[config.mk]
export PLATFORM = sky130hd
export DESIGN_NAME = flag_update_unit
export DESIGN_NICKNAME = d
export VERILOG_FILES = /design/src/rtl/flag_update_unit_pkg.sv /design/src/rtl/flag_update_unit_flag_calc.sv /design/src/rtl/flag_update_unit.sv
export SDC_FILE = /design/constraint.sdc
export NUM_CORES = 1
export LEC_CHECK = 0
export BUFFER_PORTS_ARGS = -buffer_cell sky130_fd_sc_hd__buf_4
export CAP_MARGIN = 0
export CORE_UTILIZATION = 40
export DETAILED_ROUTE_END_ITERATION = 7
export HOLD_SLACK_MARGIN = 0.02
export PLACE_DENSITY = 0.79
export RECOVER_POWER = 100
export SLEW_MARGIN = 10
export SYNTH_ARGS = -nofsm -noshare
export SYNTH_HDL_FRONTEND = slang
export SYNTH_SLANG_ARGS = --single-unit
[constraint.sdc]
create_clock -name clk -period 4 [get_ports clk]
set_clock_uncertainty 0.2 [all_clocks]
set_input_delay 0.2 -clock clk [delete_from_list [all_inputs] [get_ports clk]]
set_output_delay 0.2 -clock clk [all_outputs]
set_load 0.02 [all_outputs]
[src/rtl/flag_update_unit_pkg.sv]
// Shared constants for the flag update unit: opcodes, flag bit positions, FSM states.
package flag_update_unit_pkg;

   localparam logic [3:0] OP_ADD = 4'b0000;
   localparam logic [3:0] OP_SUB = 4'b0001;
   localparam logic [3:0] OP_XOR = 4'b0010;
   localparam logic [3:0] OP_SLL = 4'b0100;
   localparam logic [3:0] OP_SRA = 4'b0101;
   localparam logic [3:0] OP_ROR = 4'b0110;

   localparam int FLAG_N = 2;
   localparam int FLAG_V = 1;
   localparam int FLAG_Z = 0;

   typedef enum logic {
      ST_IDLE   = 1'b0,
      ST_COMMIT = 1'b1
   } state_t;

endpackage

[src/rtl/flag_update_unit_flag_calc.sv]
// Combinational flag computation: candidate N/V/Z values plus which of them the opcode updates.
module flag_calc
   import flag_update_unit_pkg::*;
#(
   parameter int DATA_W = 16
) (
   input  logic [3:0]        opcode,
   input  logic [DATA_W-1:0] result,
   input  logic              ovfl,
   output logic [2:0]        flags,
   output logic [2:0]        mask
);

   always_comb begin
      flags         = 3'b000;
      flags[FLAG_N] = result[DATA_W-1];
      flags[FLAG_V] = ovfl;
      flags[FLAG_Z] = (result == '0);
   end

   always_comb begin
      mask = 3'b000;
      case (opcode)
         OP_ADD, OP_SUB:                 mask = 3'b111;
         OP_XOR, OP_SLL, OP_SRA, OP_ROR: mask = 3'b001;
         default:                        mask = 3'b000;
      endcase
   end

endmodule

[src/rtl/flag_update_unit.sv]
// Captures flag updates from the EX stage into a shadow register and commits them
// to the architectural flag register one cycle later.
module flag_update_unit
   import flag_update_unit_pkg::*;
#(
   parameter int DATA_W = 16
) (
   input  logic              clk,
   input  logic              rst,
   input  logic              ex_valid,
   input  logic [3:0]        ex_opcode,
   input  logic [DATA_W-1:0] alu_result,
   input  logic              alu_ovfl,
   input  logic              pipe_stall,
   input  logic              pipe_flush,
   input  logic              id_is_branch,
   output logic [2:0]        flag_D,
   output logic              flag_WriteReg,
   output logic [2:0]        flags_cur,
   output logic              branch_stall,
   output logic [15:0]       upd_count
);

   logic [2:0]  calc_flags;
   logic [2:0]  calc_mask;
   logic [2:0]  shadow;
   logic [2:0]  merged;
   logic [15:0] count;
   logic        sets_flags;
   logic        capture;
   state_t      state;
   state_t      state_next;

   flag_calc #(.DATA_W(DATA_W)) u_flag_calc (
      .opcode (ex_opcode),
      .result (alu_result),
      .ovfl   (alu_ovfl),
      .flags  (calc_flags),
      .mask   (calc_mask)
   );

   assign sets_flags   = |calc_mask;
   assign capture      = ex_valid & ~pipe_stall & ~pipe_flush & sets_flags;
   assign merged       = (shadow & ~calc_mask) | (calc_flags & calc_mask);
   // A held producer still owes its flags, so pipe_stall does not release the branch.
   assign branch_stall = id_is_branch & ex_valid & ~pipe_flush & sets_flags;

   always_ff @(posedge clk) begin
      if (rst) begin
         shadow <= 3'b000;
         count  <= 16'h0000;
      end else if (capture) begin
         shadow <= merged;
         count  <= count + 16'h0001;
      end
   end

   always_ff @(posedge clk) begin
      if (rst) begin
         state <= ST_IDLE;
      end else begin
         state <= state_next;
      end
   end

   always_comb begin
      state_next    = ST_IDLE;
      flag_WriteReg = 1'b0;
      if (capture) begin
         state_next = ST_COMMIT;
      end
      if (state == ST_COMMIT) begin
         flag_WriteReg = 1'b1;
      end
   end

   assign flag_D    = shadow;
   assign flags_cur = shadow;
   assign upd_count = count;

endmodule

==> results.json <==
{
  "die_w_um": 51.0,
  "cts-root-buf": "clkbuf_4",
  "fp.dieH_um": 51.0,
  "clock_latency_ps": 300,
  "pwr-share-clk_pct": 33.4,
  "synth_area_per_cell_um2": 8.67,
  "p_sw_share_pct": 22.1,
  "io_buffers": 50,
  "min_path_type": "in -> reg",
  "holdWs_ps": 35.1,
  "cts_buffers": 3,
  "rsz0062_at_grt": "false",
  "leakage_nw": 0.452,
  "drive_gt1_share_pct": 20.5,
  "h-tree-depth": 1,
  "drc_errors": 0,
  "drv_cap": 0,
  "end_kind": "flip-flop",
  "final_cell_mix": "clkbuf_1 (25), buf_4 (23), dfxtp_1 (20)",
  "async_reset_ff_share_pct": 0,
  "critPathRequiredTime_ps": 4040,
  "vias": 1031,
  "track_usage_pct": 20.0,
  "synthFlopType": "dfxtp_1",
  "fill_cells": 232,
  "syn-num-nets": 139,
  "synth_area_leader_cell": "dfxtp_1",
  "path_class": "reg -> reg",
  "wl_per_cell_um": 13.2,
  "synth_edf_count": 0,
  "initial_utilization_pct": 43.1,
  "cts_tree": "done",
  "p_seq_share_pct": 56.6,
  "fmax_mhz": 452,
  "cts_setup_buffers": 0,
  "drv_slew": 0,
  "pwr-share-comb_pct": 10.0,
  "grt_pass1_vias": 934,
  "fin_crit_ps": 2210,
  "tightestPinTransition_ps": 539,
  "status": "finished, final reports clean",
  "diodes": 0,
  "grt_max_degree": 21,
  "layout.nets": 190,
  "syn_area_um2": 962,
  "io_pins": 51,
  "antenna_found_initial": 0,
  "ys_ff_latch": 20,
  "slew_headroom_pct": 63.7,
  "ys_warn_count": 0,
  "area_delta_synth_final_pct": 35.1,
  "drt_wl_total_um": 2490,
  "synth_area_leaders": "dfxtp_1 (42%), a21oi_1 (5.2%), xor2_1 (4.6%), nor2_1 (3.9%), nor4_1 (3.9%)",
  "irDropWorstVdd_v": 0.000176,
  "critical_path_arrival_ps": 2250,
  "overflow": 0,
  "ant_nets": 0,
  "dp_hpwl_um": 1830,
  "drt-initial-drc-count": 19,
  "power_density_nw_per_um2": 272,
  "ys_types": 30,
  "num_rows": 17,
  "synth.top_cell.area_share_pct": 41.6,
  "timing.final.crit_share_pct": 55.4,
  "path_max_fanout": 8,
  "clkSinkCount": 20,
  "via_per_inst": 5.46,
  "grt_pass1_wl_um": 3960,
  "clk_pin_slew_ps": 110,
  "crit_path_start_kind": "flip-flop",
  "firstDrtPassIters": 4,
  "yosysSeqAreaShare_pct": 41.6,
  "cts_resized": 0,
  "setup_viol": 0,
  "core_area_um2": 2230,
  "p_int_uw": 276,
  "synthCells": 111,
  "power.switching_uw": 78.1,
  "clockBufferDepth": 2,
  "mostFrequentLayoutCell": "clkbuf_1",
  "totalNegativeSetupSlack_ps": 0,
  "dieArea_um2": 2610,
  "finalHoldViolations": 0,
  "gp_congestion": 0.796
}
[worst max-delay path, cell delays in order (launching register included)]
cell and delay (ps):
dfxtp_1 410, ha_1 190, nor4bb_1 430, nand3_1 310, or4_1 480, a21oi_1 140
[path summary, 6_finish.rpt]
check                                          startpoint  cells past startpoint  slack [ps]                    endpoint
worst min register to register                  flip-flop                      2         290                   flip-flop
worst max register to register  upd_count[0]$_SDFFE_PP0P_                      5        1790  upd_count[12]$_SDFFE_PP0P_
worst min-delay path                           pipe_stall                      4          40   upd_count[1]$_SDFFE_PP0P_
worst max-delay path            upd_count[0]$_SDFFE_PP0P_                      5        1790  upd_count[12]$_SDFFE_PP0P_
[metal layers]
layer,vias to the layer above,routed length (um),track usage (%)
met1,484,1120,23.7
li1,508,-,-
met2,37,1250,36.4
met5,-,0,0
met4,0,10,6.48
met3,2,115,2.98
[cell usage after synthesis, types with 3 or more instances]
master     n
xor2_1     5
or4_1      5
nand4_1    5
nor4_1     6
nand2_1    7
o31ai_1    5
o21ai_0    3
a21oi_1   10
nor2_1    10
clkbuf_1   3
nand3_1    6
or3_1      3
buf_4      3
dfxtp_1   20
[power by group through the flow]
stage / combinational [mW] / sequential, mW / clock, mW
floorplan: 0.00889 / 0.205 / 0
global placement: 0.0329 / 0.205 / 0
detailed placement: 0.0341 / 0.205 / 0
CTS: 0.0366 / 0.200 / 0.120
global route: 0.0380 / 0.200 / 0.131
finish: 0.0355 / 0.200 / 0.118
[cell type report]
cell class,count,area (um^2),area share [%]
clock buffer,4,36.3,2.79
inverter,2,7.51,0.577
multi-input combinational,82,509,39.2
sequential,20,400,30.8
tap,28,35.0,2.69
timing repair buffer,53,312,24.0
[cells by family (layout without fill, tap and decap cells)]
| kind of cell | count (synthesis) | in the layout | synth area share [%] |
|---|---|---|---|
| buf+inv | 9 | 59 | 5.46 |
| flops | 20 | 20 | 41.6 |
| compound gates | 20 | 20 | 12.5 |
| fa+ha+maj | 1 | 1 | 1.30 |
| simple gates | 52 | 52 | 30.7 |
| mux | 2 | 2 | 2.08 |
| xor+xnor | 7 | 7 | 6.37 |
[through the flow]
step	power, mW	area (um^2)	setup WS, ps	std cells	util, %
after CTS	0.357	1390	1820	189	62.4
after global routing	0.369	1300	1600	189	58.2
final	0.354	1300	1790	189	58.2
after detailed placement	0.239	1330	1860	182	59.4
after global placement	0.238	1330	1890	182	59.4
after floorplan	0.214	962	1970	111	-
[timing repair]
item | 4_1_cts | 5_1_grt
setup endpoints to repair | 0 | 0
hold buffers | 3 | 0
endpoints found under the hold margin | 10 | 0
(Power assumes the default switching activity.)
